$ cat src/rtl/multi_lane_fifo_if.sv
// Bundle of write, read and status signals between fetch (master) and the
// multi-lane instruction queue (slave).
interface multi_lane_fifo_if #(
  parameter int DATA_W   = 32,
  parameter int DEPTH    = 16,
  parameter int WR_LANES = 2,
  parameter int RD_LANES = 2
);
  localparam int CNT_W = $clog2(DEPTH + 1);
  localparam int WC_W  = $clog2(WR_LANES + 1);
  localparam int RC_W  = $clog2(RD_LANES + 1);

  logic                         flush;
  logic [WR_LANES*DATA_W-1:0]   wr_data;
  logic [WC_W-1:0]              wr_cnt;
  logic                         wr_ready;
  logic [RD_LANES*DATA_W-1:0]   rd_data;
  logic [RD_LANES-1:0]          rd_valid;
  logic [RC_W-1:0]              rd_cnt;
  logic [CNT_W-1:0]             used_cnt;
  logic [CNT_W-1:0]             free_cnt;
  logic                         buf_empty;
  logic                         buf_full;

  modport master (
    output flush, wr_data, wr_cnt, rd_cnt,
    input  wr_ready, rd_data, rd_valid, used_cnt, free_cnt, buf_empty, buf_full
  );

  modport slave (
    input  flush, wr_data, wr_cnt, rd_cnt,
    output wr_ready, rd_data, rd_valid, used_cnt, free_cnt, buf_empty, buf_full
  );
endinterface

$ cat src/rtl/multi_lane_fifo.sv
// Multi-lane show-ahead instruction queue: up to WR_LANES pushes and RD_LANES
// pops per cycle, in program order, with a synchronous flush for redirects.
module multi_lane_fifo #(
  parameter int DATA_W   = 32,
  parameter int DEPTH    = 16,
  parameter int WR_LANES = 2,
  parameter int RD_LANES = 2
) (
  input  logic              clk,
  input  logic              rst_n,
  multi_lane_fifo_if.slave  bus
);
  localparam int PTR_W = $clog2(DEPTH);
  localparam int CNT_W = $clog2(DEPTH + 1);
  localparam int WC_W  = $clog2(WR_LANES + 1);

  logic [DATA_W-1:0] mem [DEPTH];
  logic [PTR_W-1:0]  wptr;
  logic [PTR_W-1:0]  rptr;
  logic [CNT_W-1:0]  used;
  logic [CNT_W-1:0]  free;
  logic              do_wr;
  logic [CNT_W-1:0]  acc_wr;
  logic [CNT_W-1:0]  eff_rd;
  logic [PTR_W-1:0]  wr_idx [WR_LANES];
  logic [PTR_W-1:0]  rd_idx [RD_LANES];

  // Space is judged on pre-edge occupancy only; same-cycle pops never make room.
  always_comb begin
    free         = CNT_W'(DEPTH) - used;
    bus.wr_ready = free >= CNT_W'(bus.wr_cnt);
    do_wr        = bus.wr_ready && !bus.flush && (bus.wr_cnt != '0);
    acc_wr       = do_wr ? CNT_W'(bus.wr_cnt) : '0;
    eff_rd       = (CNT_W'(bus.rd_cnt) < used) ? CNT_W'(bus.rd_cnt) : used;
  end

  always_comb begin
    for (int i = 0; i < WR_LANES; i++) begin
      wr_idx[i] = wptr + PTR_W'(i);
    end
    for (int i = 0; i < RD_LANES; i++) begin
      rd_idx[i] = rptr + PTR_W'(i);
    end
  end

  always_comb begin
    bus.rd_data  = '0;
    bus.rd_valid = '0;
    for (int i = 0; i < RD_LANES; i++) begin
      if (used > CNT_W'(i)) begin
        bus.rd_valid[i]                 = 1'b1;
        bus.rd_data[i*DATA_W +: DATA_W] = mem[rd_idx[i]];
      end
    end
  end

  assign bus.used_cnt  = used;
  assign bus.free_cnt  = free;
  assign bus.buf_empty = (used == '0);
  assign bus.buf_full  = (used == CNT_W'(DEPTH));

  always_ff @(posedge clk) begin
    if (do_wr) begin
      for (int i = 0; i < WR_LANES; i++) begin
        if (WC_W'(i) < bus.wr_cnt) begin
          mem[wr_idx[i]] <= bus.wr_data[i*DATA_W +: DATA_W];
        end
      end
    end
  end

  // Pointers wrap naturally because DEPTH is a power of two.
  always_ff @(posedge clk or negedge rst_n) begin
    if (!rst_n) begin
      wptr <= '0;
      rptr <= '0;
      used <= '0;
    end else if (bus.flush) begin
      wptr <= '0;
      rptr <= '0;
      used <= '0;
    end else begin
      wptr <= wptr + PTR_W'(acc_wr);
      rptr <= rptr + PTR_W'(eff_rd);
      used <= used + acc_wr - eff_rd;
    end
  end
endmodule

$ cat src/flat_wrapper.sv
// flat-port wrapper written by rule: the top's interface ports become plain ports
module multi_lane_fifo_flat 
#(
  parameter int DATA_W   = 32,
  parameter int DEPTH    = 16,
  parameter int WR_LANES = 2,
  parameter int RD_LANES = 2
)
  (clk, rst_n, bus_flush, bus_wr_data, bus_wr_cnt, bus_rd_cnt, bus_wr_ready, bus_rd_data, bus_rd_valid, bus_used_cnt, bus_free_cnt, bus_buf_empty, bus_buf_full);
  multi_lane_fifo_if #(.DATA_W(DATA_W), .DEPTH(DEPTH), .WR_LANES(WR_LANES), .RD_LANES(RD_LANES)) bus_i ();
  input  logic clk;
  input  logic rst_n;
  input wire logic [$bits(bus_i.flush)-1:0] bus_flush;
  input wire logic [$bits(bus_i.wr_data)-1:0] bus_wr_data;
  input wire logic [$bits(bus_i.wr_cnt)-1:0] bus_wr_cnt;
  input wire logic [$bits(bus_i.rd_cnt)-1:0] bus_rd_cnt;
  output wire logic [$bits(bus_i.wr_ready)-1:0] bus_wr_ready;
  output wire logic [$bits(bus_i.rd_data)-1:0] bus_rd_data;
  output wire logic [$bits(bus_i.rd_valid)-1:0] bus_rd_valid;
  output wire logic [$bits(bus_i.used_cnt)-1:0] bus_used_cnt;
  output wire logic [$bits(bus_i.free_cnt)-1:0] bus_free_cnt;
  output wire logic [$bits(bus_i.buf_empty)-1:0] bus_buf_empty;
  output wire logic [$bits(bus_i.buf_full)-1:0] bus_buf_full;
  assign bus_i.flush = bus_flush;
  assign bus_i.wr_data = bus_wr_data;
  assign bus_i.wr_cnt = bus_wr_cnt;
  assign bus_i.rd_cnt = bus_rd_cnt;
  assign bus_wr_ready = bus_i.wr_ready;
  assign bus_rd_data = bus_i.rd_data;
  assign bus_rd_valid = bus_i.rd_valid;
  assign bus_used_cnt = bus_i.used_cnt;
  assign bus_free_cnt = bus_i.free_cnt;
  assign bus_buf_empty = bus_i.buf_empty;
  assign bus_buf_full = bus_i.buf_full;
  multi_lane_fifo #(.DATA_W(DATA_W), .DEPTH(DEPTH), .WR_LANES(WR_LANES), .RD_LANES(RD_LANES)) u_core (.clk(clk), .rst_n(rst_n), .bus(bus_i));
endmodule
$ cat config.mk
export PLATFORM = sky130hd
export DESIGN_NAME = multi_lane_fifo_flat
export DESIGN_NICKNAME = d
export VERILOG_FILES = /design/src/rtl/multi_lane_fifo_if.sv /design/src/rtl/multi_lane_fifo.sv /design/src/flat_wrapper.sv
export SDC_FILE = /design/constraint.sdc
export NUM_CORES = 1
export LEC_CHECK = 0
export CAP_MARGIN = 20
export CORE_MARGIN = 2
export CORE_UTILIZATION = 56
export CTS_CLUSTER_SIZE = 24
export DETAILED_ROUTE_END_ITERATION = 10
export PLACE_DENSITY = 0.89
export SLEW_MARGIN = 0
export SYNTH_ARGS = -nofsm -noshare
export SYNTH_HDL_FRONTEND = slang
export SYNTH_SLANG_ARGS = --single-unit
$ cat constraint.sdc
create_clock -name clk -period 5.05 [get_ports clk]
set_clock_uncertainty 0.15 [all_clocks]
set_input_delay 1.01 -clock clk [delete_from_list [all_inputs] [get_ports clk]]
set_output_delay 1.01 -clock clk [all_outputs]
set_load 0.05 [all_outputs]
==> out/results.ini, run 1 <==
[status]
outcome=finished clean

[placement]
port_buffers=149
detailedPlace.worstSlack_ns=0.515
place_congestion=0.857
place_hpwl_microns=52100
place.detailed.instances=2657

[yosys]
netlist_instances=1896
yosysWarningCount=0
synth.mux.area_fraction=0.402
ys_ff_latch=525
post_synth.cell_area_avg_sq_um=16.6
basic_gate_share_of_the_synthesized_area_counting_and_or_nand_and_nor_cells=0.0169
netlist.area_leader.share=0.489
synth_top_family_by_area=multiplexers
synth_area_sq_um=31400
post_synth_xor_area_fraction=0.00311
synthTopCellsByArea=sky130_fd_sc_hd__edfxtp_1 (49%), sky130_fd_sc_hd__mux2_2 (18%), sky130_fd_sc_hd__mux4_2 (18%), sky130_fd_sc_hd__mux2i_1 (4.1%), sky130_fd_sc_hd__clkbuf_1 (1.2%)
synth_compound_area_frac=0.0313
synth_enable_flop_cells=512
synth_fp_nets=1991
synth.distinct_cells=60
sequential_cell_area_fraction_in_the_yosys_report=0.500
asyncSetResetFlopFracSynth=0.0248
synth-main-ff-cell=sky130_fd_sc_hd__edfxtp_1
synth_fa_ha_area_frac=0.0105
synth_top_cell_by_area=sky130_fd_sc_hd__edfxtp_1

[clock_network]
post_cts_hold_buffer_count=0
cts_root_buffer=sky130_fd_sc_hd__clkbuf_16
cts_made_buffers=56
clock_insertion_delay_worst_skew_ns=0.63
clk_path_buf_depth=3
cts.reportedPaths.clkPinSlew_ns=0.06
cts_max_level=2
cts_tree=built
clock_sink_count=525

[critical_path]
worst_r2r_startpoint=u_core.bus.used_cnt[0]$_DFF_PN0_
cp_startpoint=u_core.rptr[1]$_DFF_PN0_
reg2reg_setup_slack_ns=1.11
r2r.worst_path.cells=10
critical_path_required_ns=3.89
reg2reg_to=u_core.mem[6][12]$_DFFE_PP_
crit_path_max_fanout=30
kind_of_critical_path=flip-flop to output port
start_kind=flip-flop
data_arrival_critical_path_ns=3.69
crit_path_end=bus_rd_data[47]
critical_path.endpoint_type=output port

[hold_path]
min-delay-path-class=flip-flop to flip-flop

[finish]
finish.cell_count_without_fillers=2759
seqCellArea_sq_um=15700
multi_input_combinational_cell_area_sq_um=14800
num-nets-final=2063
area_growth_syn_to_layout_pct=12.9
num-fill-cells=3709
final_layout_size_suffix_gt1_frac=0.502

[grt]
grt_overflow=0
first_global_vias=20800
grtUsageTotal=0.310
grt_start_max_net_pins=145
globalRouteMet2Util=0.498
grt_first_pass_wirelength_microns=131000
antenna_found_initial=4
grt_busiest_layer=met2
gr-usage-met1=0.409
met3_usage_in_global_routing=0.0745

[routing]
postRouteWirelength_microns=88800
drc_errors=0
tritonroute_pass_1_iters=5
wl_per_cell_microns=32.2
count_of_nets_left_with_antenna_violations_after_detail_routing=0
detailed_route_vias_per_instance=7.20
detail_route.iter0.violations=2832
dr_total_vias=19900

[sta]
fin_worst_hold_slack_ns=0.618
rsz0062_at_grt=false
post-route-worst-setup-slack_ns=0.198
setup_violations=0
post-route-period-util=0.961
slew-limit-headroom=0.289
tightestPinTransition_ns=1.06
slew_viol_final=0
fmax_mhz=206
final_period_minus_worst_setup_slack_ns=4.85
final_hold_viol_count=0

[floorplan]
floorplan.initialDensity=0.568
rows=86
floorplan.io_pins=150
core-area_sq_um=55300
die_y_microns=241
die-width_microns=241
floorplan.die_area_sq_um=58000

[pwr]
power.density_cell_area_nw_per_um2=581
ir_drop_v=0.000550
total_leakage_power_nw=11.6

[flow_run]
cap_viol_max_count=0

-- worst max-delay path: stages, from the launching register on --
cell and delay [ns]:
sky130_fd_sc_hd__dfrtp_4 0.74, sky130_fd_sc_hd__ha_4 0.65, sky130_fd_sc_hd__buf_4 0.52, sky130_fd_sc_hd__mux4_2 0.58
sky130_fd_sc_hd__mux2i_1 0.17, sky130_fd_sc_hd__o22ai_1 0.14, sky130_fd_sc_hd__buf_4 0.24
-- cells in the mapped netlist, types with 9 or more instances --
| master | number |
|---|---|
| sky130_fd_sc_hd__mux2_2 | 495 |
| sky130_fd_sc_hd__mux2_4 | 9 |
| sky130_fd_sc_hd__nand2_1 | 22 |
| sky130_fd_sc_hd__buf_1 | 17 |
| sky130_fd_sc_hd__buf_2 | 59 |
| sky130_fd_sc_hd__buf_6 | 24 |
| sky130_fd_sc_hd__o22ai_1 | 53 |
| sky130_fd_sc_hd__mux4_2 | 245 |
| sky130_fd_sc_hd__edfxtp_1 | 512 |
| sky130_fd_sc_hd__dfrtp_1 | 13 |
| sky130_fd_sc_hd__clkbuf_1 | 103 |
| sky130_fd_sc_hd__nor2_1 | 21 |
| sky130_fd_sc_hd__nor2b_1 | 12 |
| sky130_fd_sc_hd__ha_1 | 20 |
| sky130_fd_sc_hd__inv_1 | 17 |
| sky130_fd_sc_hd__mux2i_1 | 129 |
| sky130_fd_sc_hd__mux2_1 | 10 |
-- metrics by stage --
stage	TNS (ns)	cell area, sq um	power [W]	util
2_1_floorplan	-340.08	31400	0.0130	-
3_3_place_gp	0	33600	0.0162	0.608
3_5_place_dp	0	33600	0.0164	0.608
4_1_cts	0	35500	0.0206	0.641
5_1_grt	0	35500	0.0212	0.641
6_report	0	35500	0.0206	0.641
-- worst min-delay path by stage --
stage	start	end	slack [ns]	cells after the start
2_1_floorplan	u_core.wptr[0]$_DFF_PN0_	u_core.wptr[0]$_DFF_PN0_	0.46	2
3_3_place_gp	u_core.wptr[3]$_DFF_PN0_	u_core.wptr[3]$_DFF_PN0_	0.57	2
3_5_place_dp	u_core.wptr[3]$_DFF_PN0_	u_core.wptr[3]$_DFF_PN0_	0.58	2
4_1_cts	u_core.wptr[3]$_DFF_PN0_	u_core.wptr[3]$_DFF_PN0_	0.60	2
5_1_grt	u_core.wptr[3]$_DFF_PN0_	u_core.wptr[3]$_DFF_PN0_	0.65	2
6_report	u_core.wptr[3]$_DFF_PN0_	u_core.wptr[3]$_DFF_PN0_	0.62	2
-- state kept, by name, indices dropped and copies added (netlist names) --
signal               flops
u_core.rptr              4
u_core.mem             512
u_core.wptr              4
u_core.bus.used_cnt      5
-- routing by layer --
| metal | part of all wire | routed length, microns |
|---|---|---|
| met1 | 0.36 | 31700 |
| met2 | 0.48 | 42300 |
| met3 | 0.12 | 10700 |
| met4 | 0.045 | 4020 |
| met5 | 0.00039 | 35 |
-- report_power, final --
part           internal, W  switching, W  total [W]  leakage, nW
clock              0.00242       0.00175    0.00417        0.881
combinational      0.00450       0.00671     0.0112         5.90
sequential         0.00503      0.000198    0.00523         4.79
-- logic make-up (layout without fill, tap and decap cells) --
family | count (synthesis) | after routing
muxes | 888 | 888
DFF | 525 | 525
buffers and inverters | 227 | 340
AOI/OAI and AO/OA | 122 | 122
and+or+nand+nor | 100 | 100
adders and majority gates | 24 | 24
xor gates and xnor gates | 9 | 9
other | 1 | 3
-- placed cells by master (no fill, tap or decap), types with 8 or more instances in the layout --
| cell | Yosys | final |
|---|---|---|
| sky130_fd_sc_hd__a21oi_4 | 8 | 11 |
| sky130_fd_sc_hd__a221o_1 | 8 | 8 |
| sky130_fd_sc_hd__a22o_1 | 8 | 8 |
| sky130_fd_sc_hd__a22oi_1 | 8 | 8 |
| sky130_fd_sc_hd__and3_1 | 8 | 8 |
| sky130_fd_sc_hd__buf_12 | 0 | 23 |
| sky130_fd_sc_hd__buf_4 | 5 | 112 |
| sky130_fd_sc_hd__clkbuf_1 | 103 | 11 |
| sky130_fd_sc_hd__clkbuf_16 | 0 | 57 |
| sky130_fd_sc_hd__clkdlybuf4s50_1 | 0 | 85 |
| sky130_fd_sc_hd__clkinv_1 | 1 | 13 |
| sky130_fd_sc_hd__dfrtp_1 | 13 | 10 |
| sky130_fd_sc_hd__edfxtp_1 | 512 | 512 |
| sky130_fd_sc_hd__ha_1 | 20 | 19 |
| sky130_fd_sc_hd__inv_1 | 17 | 17 |
| sky130_fd_sc_hd__mux2_1 | 10 | 10 |
| sky130_fd_sc_hd__mux2_2 | 495 | 495 |
| sky130_fd_sc_hd__mux2_4 | 9 | 9 |
| sky130_fd_sc_hd__mux2i_1 | 129 | 129 |
| sky130_fd_sc_hd__mux4_2 | 245 | 245 |
| sky130_fd_sc_hd__nand2_1 | 22 | 21 |
| sky130_fd_sc_hd__nor2_1 | 21 | 16 |
| sky130_fd_sc_hd__nor2b_1 | 12 | 12 |
| sky130_fd_sc_hd__nor4_2 | 0 | 8 |
| sky130_fd_sc_hd__o22ai_1 | 53 | 53 |
-- final cells by class --
| cell class | count | area share |
|---|---|---|
| Tap cell | 748 | 0.0264 |
| Timing Repair Buffer | 223 | 0.0617 |
| Inverter | 18 | 0.00190 |
| Sequential cell | 525 | 0.443 |
| Multi-Input combinational cell | 1144 | 0.416 |
| Antenna cell | 2 | 0.000141 |
| Clock buffer | 68 | 0.0414 |
| Clock inverter | 31 | 0.00966 |
-- repair_timing --
| action | in CTS | in global routing |
|---|---|---|
| resized for setup | 0 | 1 |
| endpoints found under the hold margin | 0 | 0 |
| setup endpoints to repair | 0 | 4 |
| setup buffers | 0 | 1 |
Power figures use the tool's default switching activity.
==> inputs of run 2 (changes only) <==
- CELL_PAD_IN_SITES_DETAIL_PLACEMENT: default -> 1
- CELL_PAD_IN_SITES_GLOBAL_PLACEMENT: default -> 1
- CORE_UTILIZATION: 56 -> 48
==> out/results.ini, run 2 (synthesized netlist as in run 1, its figures left out) <==
[status]
outcome=finished clean

[clock_network]
cts_tree=built
cts_made_buffers=56  ; unchanged
cts_max_level=2  ; unchanged
clock_insertion_delay_worst_skew_ns=0.61  ; -0.02 ns
clock_sink_count=525  ; unchanged
cts_root_buffer=sky130_fd_sc_hd__clkbuf_16
postCtsResizedCells=0  ; unchanged
cts.reportedPaths.clkPinSlew_ns=0.06  ; about the same
post_cts_hold_buffer_count=0  ; unchanged
postCtsSetupRepairBufs=0  ; unchanged
clk_path_buf_depth=3  ; unchanged

[finish]
num-nets-final=2056  ; -0.34%
largest_register_ffs=512  ; unchanged
final_layout_size_suffix_gt1_frac=0.500  ; -0.00224
area_growth_syn_to_layout_pct=13.7
mostFrequentLayoutCell=sky130_fd_sc_hd__edfxtp_1
top_library_cells_by_usage_in_the_layout_fill_and_taps_aside=sky130_fd_sc_hd__edfxtp_1 (512), sky130_fd_sc_hd__mux2_2 (495), sky130_fd_sc_hd__mux4_2 (245), sky130_fd_sc_hd__mux2i_1 (129), sky130_fd_sc_hd__buf_4 (93)

[critical_path]
r2r.worst_path.cells=16  ; +6
critical_path.endpoint_type=output port
kind_of_critical_path=flip-flop to output port
crit_path_max_fanout=8  ; -73%
critical_path_required_ns=3.89  ; about the same
data_arrival_critical_path_ns=3.66  ; -0.03 ns
start_kind=flip-flop

[routing]
drc_errors=0  ; unchanged
postRouteWirelength_microns=104000  ; +17%
count_of_nets_left_with_antenna_violations_after_detail_routing=0  ; unchanged
dr_total_vias=20500  ; +3.3%
wl_per_cell_microns=36.4  ; +13%
detailed_route_vias_per_instance=7.17  ; -0.52%
tritonroute_pass_1_iters=5  ; unchanged
detail_route.iter0.violations=2470  ; -13%

[sta]
fmax_mhz=208  ; +0.70%
tightestPinTransition_ns=1.03  ; -0.0392 ns
post-route-worst-setup-slack_ns=0.232  ; +0.0337 ns
final_hold_viol_count=0  ; unchanged
post-route-period-util=0.954  ; -0.00668
fin_tns_setup_ns=0  ; unchanged
slew_viol_final=0  ; unchanged
slew-limit-headroom=0.314  ; +0.0247
fin_worst_hold_slack_ns=0.665  ; +0.0470 ns
rsz0062_at_grt=false
final_period_minus_worst_setup_slack_ns=4.82  ; -0.0337 ns
setup_violations=0  ; unchanged

[placement]
place_hpwl_microns=59100  ; +13%
port_buffers=149  ; unchanged
detailedPlace.worstSlack_ns=0.453  ; -0.0616 ns
place_congestion=0.837  ; -2.3%

[floorplan]
die_y_microns=260  ; +7.9%
floorplan.die_area_sq_um=67500  ; +16%
die-width_microns=260  ; +7.9%
core-area_sq_um=64600  ; +17%
floorplan.initialDensity=0.486  ; -0.0815
rows=93  ; +8.1%
floorplan.io_pins=150  ; unchanged

[hold_path]
min-delay-path-class=input port to async pin

[grt]
grtUsageTotal=0.307  ; -0.00335
grt_start_max_net_pins=105  ; -28%
antenna_found_initial=5  ; +1
grt_first_pass_wirelength_microns=151000  ; +15%
grt_overflow=0  ; unchanged
first_global_vias=22100  ; +6.3%

[pwr]
ir_drop_v=0.000595  ; +8.3%
power.density_cell_area_nw_per_um2=590  ; +1.6%
total_leakage_power_nw=11.6  ; about the same

[flow_run]
cap_viol_max_count=0  ; unchanged

## run 2: cell types whose count changed in the layout (fill, tap and decap cells not counted), sizes merged
cell           change
buf               -11
diode              +2
bufinv             -1
inv                -2
clkdlybuf4s50      +4
clkinvlp           +2
clkbuf             +3
clkinv             +2
## run 2: power breakdown
group,internal [W],switching (W)
clock network,0.00235,0.00184
registers,0.00503,0.000210
logic,0.00460,0.00703
## run 2: final timing paths
check	startpoint	to	slack, ns
max	u_core.bus.used_cnt[0]$_DFF_PN0_	bus_rd_data[15]	0.23
min	rst_n	u_core.bus.used_cnt[0]$_DFF_PN0_	0.67
max reg2reg	u_core.bus.used_cnt[0]$_DFF_PN0_	u_core.bus.used_cnt[3]$_DFF_PN0_	1.16
max in group asynchronous	rst_n	u_core.rptr[2]$_DFF_PN0_	3.57
min in group clk	u_core.wptr[3]$_DFF_PN0_	u_core.wptr[3]$_DFF_PN0_	0.69
min reg2reg	u_core.wptr[3]$_DFF_PN0_	u_core.wptr[3]$_DFF_PN0_	0.69
## run 2: per-layer routing
layer	GRT usage	vias up	part of all wire
li1	-	7920	-
met2	0.491	1493	0.48
met4	0.153	4	0.049
met5	0	-	0.00030
met3	0.0807	318	0.11
met1	0.388	10800	0.36
## run 2: cell type report
class	instances	area (sq um)
fill	5804	28900
sequential	525	15700
multi-input combinational	1144	14800
timing repair buffer	216	2280
clock buffer	71	1460
tap	855	1070
clock inverter	32	329
inverter	18	67.6
antenna	4	10.0
## run 2: worst max-delay path, cell delays in order (launching register included)
cell	delay, ns
sky130_fd_sc_hd__dfrtp_1	0.51
sky130_fd_sc_hd__inv_1	0.15
sky130_fd_sc_hd__ha_1	0.25
sky130_fd_sc_hd__and2_1	0.16
sky130_fd_sc_hd__ha_1	0.31
sky130_fd_sc_hd__nor2b_4	0.37
sky130_fd_sc_hd__a32oi_1	0.17
sky130_fd_sc_hd__o211ai_1	0.25
sky130_fd_sc_hd__clkdlybuf4s50_1	0.86
## run 2: metrics by stage
step | cell area, sq um | util | total power, W | instances
3_3_place_gp | 33800 | 0.523 | 0.0164 | 2754
6_report | 35700 | 0.553 | 0.0211 | 2865
4_1_cts | 35600 | 0.551 | 0.0210 | 2858
2_1_floorplan | 31400 | - | 0.0130 | 1896
5_1_grt | 35700 | 0.553 | 0.0217 | 2864
3_5_place_dp | 33800 | 0.523 | 0.0167 | 2755
